## src/rtl/tiger_muldiv.sv

```systemverilog
// tiger_muldiv: iterative HI/LO multiply/divide unit.
// Define TIGER_MULDIV_FASTMUL_EN for a single-cycle multiplier path.
module tiger_muldiv #(
  parameter logic [31:0] DIVZERO_LO = 32'hFFFF_FFFF
) (
  input  logic        clk,
  input  logic        reset_n,
  input  logic        start,
  input  logic [1:0]  op,
  input  logic [31:0] srca,
  input  logic [31:0] srcb,
  input  logic        wr_hi,
  input  logic        wr_lo,
  input  logic [31:0] wr_data,
  output logic        busy,
  output logic        done,
  output logic [31:0] hi,
  output logic [31:0] lo
);

  typedef enum logic [1:0] {
    IDLE = 2'd0,
    BUSY = 2'd1,
    FIN  = 2'd2
  } state_t;

  state_t      state;
  logic        is_div;
  logic [5:0]  cnt;
  logic [31:0] ma;
  logic [31:0] mb;
  logic        nega;
  logic        negb;
  logic [63:0] acc;

  logic        sa_in;
  logic        sb_in;
  logic [31:0] ma_in;
  logic [31:0] mb_in;

  logic [32:0] mul_sum;
  logic [32:0] div_sub;
  logic [63:0] acc_nxt;

  logic [63:0] prod;
  logic [31:0] quo;
  logic [31:0] rem;
  logic [31:0] araw;
  logic [31:0] res_hi;
  logic [31:0] res_lo;

  // operand magnitudes and signs as seen at the accept edge
  always_comb begin
    sa_in = ~op[0] & srca[31];
    sb_in = ~op[0] & srcb[31];
    ma_in = sa_in ? -srca : srca;
    mb_in = sb_in ? -srcb : srcb;
  end

  // one shift-add or restoring shift-subtract step
  always_comb begin
    mul_sum = {1'b0, acc[63:32]} + (acc[0] ? {1'b0, ma} : 33'd0);
    div_sub = acc[63:31] - {1'b0, mb};
    acc_nxt = acc;
    if (!is_div)
      acc_nxt = {mul_sum, acc[31:1]};
    else if (!div_sub[32])
      acc_nxt = {div_sub[31:0], acc[30:0], 1'b1};
    else
      acc_nxt = {acc[62:0], 1'b0};
  end

  // sign correction and divide-by-zero override for the FIN write
  always_comb begin
    prod = (nega ^ negb) ? -acc : acc;
    quo  = (nega ^ negb) ? -acc[31:0] : acc[31:0];
    rem  = nega ? -acc[63:32] : acc[63:32];
    araw = nega ? -ma : ma;
    if (!is_div) begin
      res_hi = prod[63:32];
      res_lo = prod[31:0];
    end else if (mb == 32'd0) begin
      res_hi = araw;
      res_lo = DIVZERO_LO;
    end else begin
      res_hi = rem;
      res_lo = quo;
    end
  end

  assign busy = (state != IDLE);

  // control FSM, datapath registers and architectural HI/LO
  always_ff @(posedge clk or negedge reset_n) begin
    if (!reset_n) begin
      state  <= IDLE;
      is_div <= 1'b0;
      cnt    <= 6'd0;
      ma     <= 32'd0;
      mb     <= 32'd0;
      nega   <= 1'b0;
      negb   <= 1'b0;
      acc    <= 64'd0;
      done   <= 1'b0;
      hi     <= 32'd0;
      lo     <= 32'd0;
    end else begin
      done <= 1'b0;
      unique case (state)
        IDLE: begin
          if (wr_hi) hi <= wr_data;
          if (wr_lo) lo <= wr_data;
          if (start) begin
            is_div <= op[1];
            ma     <= ma_in;
            mb     <= mb_in;
            nega   <= sa_in;
            negb   <= sb_in;
            cnt    <= 6'd32;
            acc    <= {32'd0, op[1] ? ma_in : mb_in};
            state  <= BUSY;
`ifdef TIGER_MULDIV_FASTMUL_EN
            if (!op[1]) begin
              acc   <= {32'd0, ma_in} * {32'd0, mb_in};
              cnt   <= 6'd0;
              state <= FIN;
            end
`endif
          end
        end
        BUSY: begin
          acc <= acc_nxt;
          cnt <= cnt - 6'd1;
          if (cnt == 6'd1) state <= FIN;
        end
        FIN: begin
          hi    <= res_hi;
          lo    <= res_lo;
          done  <= 1'b1;
          state <= IDLE;
        end
        default: state <= IDLE;
      endcase
    end
  end

endmodule
```

## config.mk

```make
export PLATFORM = sky130hd
export DESIGN_NAME = tiger_muldiv
export DESIGN_NICKNAME = d
export VERILOG_FILES = /design/src/rtl/tiger_muldiv.sv
export SDC_FILE = /design/constraint.sdc
export NUM_CORES = 1
export LEC_CHECK = 0
export BUFFER_PORTS_ARGS = -buffer_cell sky130_fd_sc_hd__buf_4
export CAP_MARGIN = 20
export CORE_MARGIN = 4
export CORE_UTILIZATION = 40
export DETAILED_ROUTE_END_ITERATION = 16
export PLACE_DENSITY = 0.63
export SLEW_MARGIN = 0
export SYNTH_ARGS = -nofsm -noshare
export SYNTH_HDL_FRONTEND = slang
export SYNTH_SLANG_ARGS = --single-unit
export TNS_END_PERCENT = 10
```

## constraint.sdc

```tcl
create_clock -name clk -period 3.5 [get_ports clk]
set_input_delay 0.7 -clock clk [delete_from_list [all_inputs] [get_ports clk]]
set_output_delay 0.7 -clock clk [all_outputs]
set_load 0.01 [all_outputs]
```

==> flow_summary.yaml <==
synth:
  ys_warn_count: 0
  synth.distinct_cells: 85
  syn_inst: 2232
  synthFlopType: "dfrtp_1"
  synthArstFlopShare_pct: 100
  synth_edf_count: 0
  synth_area_sq_um: 17600
  syn-mean-instance-area_sq_um: 7.89
  yosys_register_bits: 204
  syn_nets: 2408
  ys_seq_area_share_pct: 29.0
clock_tree:
  cts_sinks: 204
  path_clk_slew_ps: 70
  worstSkewPairLatency_ps: 560
  cts_tree: "built"
  cts_root_buf: "clkbuf_16"
  htreeDepth: 1
  clk_path_buf_depth: 3
  numCtsBuffers: 25
timing:
  relSlewSlack_pct: 39.5
  finalCriticalPeriod_ps: 3290
  final-hold-violation-count: 0
  fin_tns_setup_ps: 0
  tightest_slew_ps: 908
  hold_slack_ps: 95.4
  clock_skew_ps: 24.4
  rsz0062_at_grt: "false"
  slew_violations: 0
  finalSetupViolCount: 0
  fmax_ghz: 0.304
  fin_crit_sh_pct: 94.0
cells_and_area:
  final_cell_mix: "buf_4 (281), nand2_1 (264), dfrtp_1 (203)"
  layout_commonest_cell: "buf_4"
  area_growth_pct: 18.6
  fin_cells: 2986
  stdcell_area_sq_um: 20900
  drive_gt1_share_pct: 15.9
  nNetsFinal: 2558
  antenna_cells: 0
die:
  ios: 169
  die_h_um: 218
  die_w_um: 218
  coreArea_sq_um: 43300
  row_count: 76
  start_util_pct: 40.7
  dieArea_sq_um: 47500
place:
  detailed_place_hpwl_um: 55100
  placed_area_sq_um: 20000
  place_inst: 2940
  portBuffers: 168
  gp_congestion: 0.976
worst_setup_path:
  start_kind: "register"
  critPathRequiredTime_ps: 3930
  crit_fanout: 38
  critPathKind: "register to register"
  cp.arrival_ps: 3720
  end_kind: "register"
min_path:
  min_path_type: "input port to async pin"
route:
  met1_length_um: 30400
  wl_met2_um: 31500
  wl_per_cell_um: 23.5
  vias: 18300
  route.detailed.drc: 0
  via_per_inst: 6.14
  highest_layer: "met4"
  drt_iter0_drc: 1881
  drt-total-wl_um: 70000
  dr.pass1.iters: 6
  dr_wl_met3_um: 5760
  postRouteAntennaNets: 0
global_route:
  grt_overflow_total: 0
  grt_pass1_vias: 17800
  track_usage_pct: 28.5
  grt_pass1_wl_um: 107000
  grt_start_max_net_pins: 84
  antenna_found_initial: 3
power:
  p_total_w: 0.0236
  power_density_nw_per_um2: 1130
  power_leakage_nw: 9.13
  peakVddDrop_v: 0.000647
run:
  drv_cap: 0
outcome:
  outcome: "finished, final reports clean"
[area by class of cell]
class / instances / area [sq um]
Tap cell: 585 / 732
Clock buffer: 35 / 743
Sequential cell: 204 / 5110
Inverter: 59 / 221
Clock inverter: 11 / 130
Timing Repair Buffer: 287 / 2220
Multi-Input combinational cell: 1805 / 11700
Fill cell: 4278 / 22400
[metal layers]
metal | GRT usage [%] | vias up
li1 | - | 8446
met1 | 40.0 | 8934
met2 | 45.3 | 820
met3 | 5.06 | 132
met4 | 8.49 | 0
met5 | 0 | -
[repair_timing]
item	in CTS	in global routing
endpoints found under the setup margin	0	14
buffers inserted	0	0
resized for setup	0	4
hold endpoints to repair	0	0
hold buffers	0	0
[cells by family (layout without fill, tap and decap cells)]
family / count (synthesis) / after routing / synth area share (%)
AOI/OAI and AO/OA: 734 / 734 / 26.3
and+or+nand+nor: 730 / 730 / 20.4
buffers and inverters: 223 / 392 / 4.84
DFF: 204 / 204 / 29.0
xor gates and xnor gates: 198 / 198 / 9.85
adders and majority gates: 73 / 73 / 5.27
muxes: 70 / 70 / 4.45
[final timing paths]
kind,from,end,slack [ps],cells after the start
max in group asynchronous,reset_n,acc[37],2490,2
min reg2reg,lo[24],lo[24],490,2
max reg2reg,acc[0],acc[48],210,13
min in group clk,wr_data[10],hi[10],390,3
min,reset_n,state[0],100,1
max,acc[0],acc[48],210,13
[critical path: stages, from the launching register on]
cell and delay, ps:
dfrtp_1 410, buf_12 180, nand2_1 120, inv_1 60, ha_1 280, a211oi_1 270
o21bai_1 180, o2111ai_1 330, and2_1 240, o21ai_0 200, a41oi_1 380, xor2_1 180
nor2_1 50, a221o_1 280
[through the flow]
stage | utilization, % | worst slack, ps
after floorplan | - | 426
after global placement | 46.2 | 176
after detailed placement | 46.2 | 147
after CTS | 48.2 | 202
after global routing | 48.3 | 12.0
final | 48.3 | 211
[state kept, by name, indices dropped and copies added, names as in the netlist]
register  count
acc          64
hi           32
lo           32
ma           32
mb           32
cnt           6
state         2
done          1
is_div        1
nega          1
negb          1
[where the power goes]
group	switching, W	internal, W	total (W)	leakage (nW)
sequential	0.00162	0.00354	0.00516	2.48
clock	0.00113	0.00164	0.00277	0.435
combinational	0.00931	0.00633	0.0156	6.21
total	0.0121	0.0115	0.0236	9.13
[cells in the mapped netlist, types with 48 or more instances]
master	number	area, sq um
dfrtp_1	204	5100
xnor2_1	98	858
and2_1	48	300
nand3_1	48	240
nor2_1	143	537
o22ai_1	50	313
inv_1	59	221
clkbuf_1	138	518
ha_1	71	888
xor2_1	100	876
nand2_1	265	995
mux2i_1	58	581
o21ai_0	201	1010
a21oi_1	149	746
(Power assumes the default switching activity.)
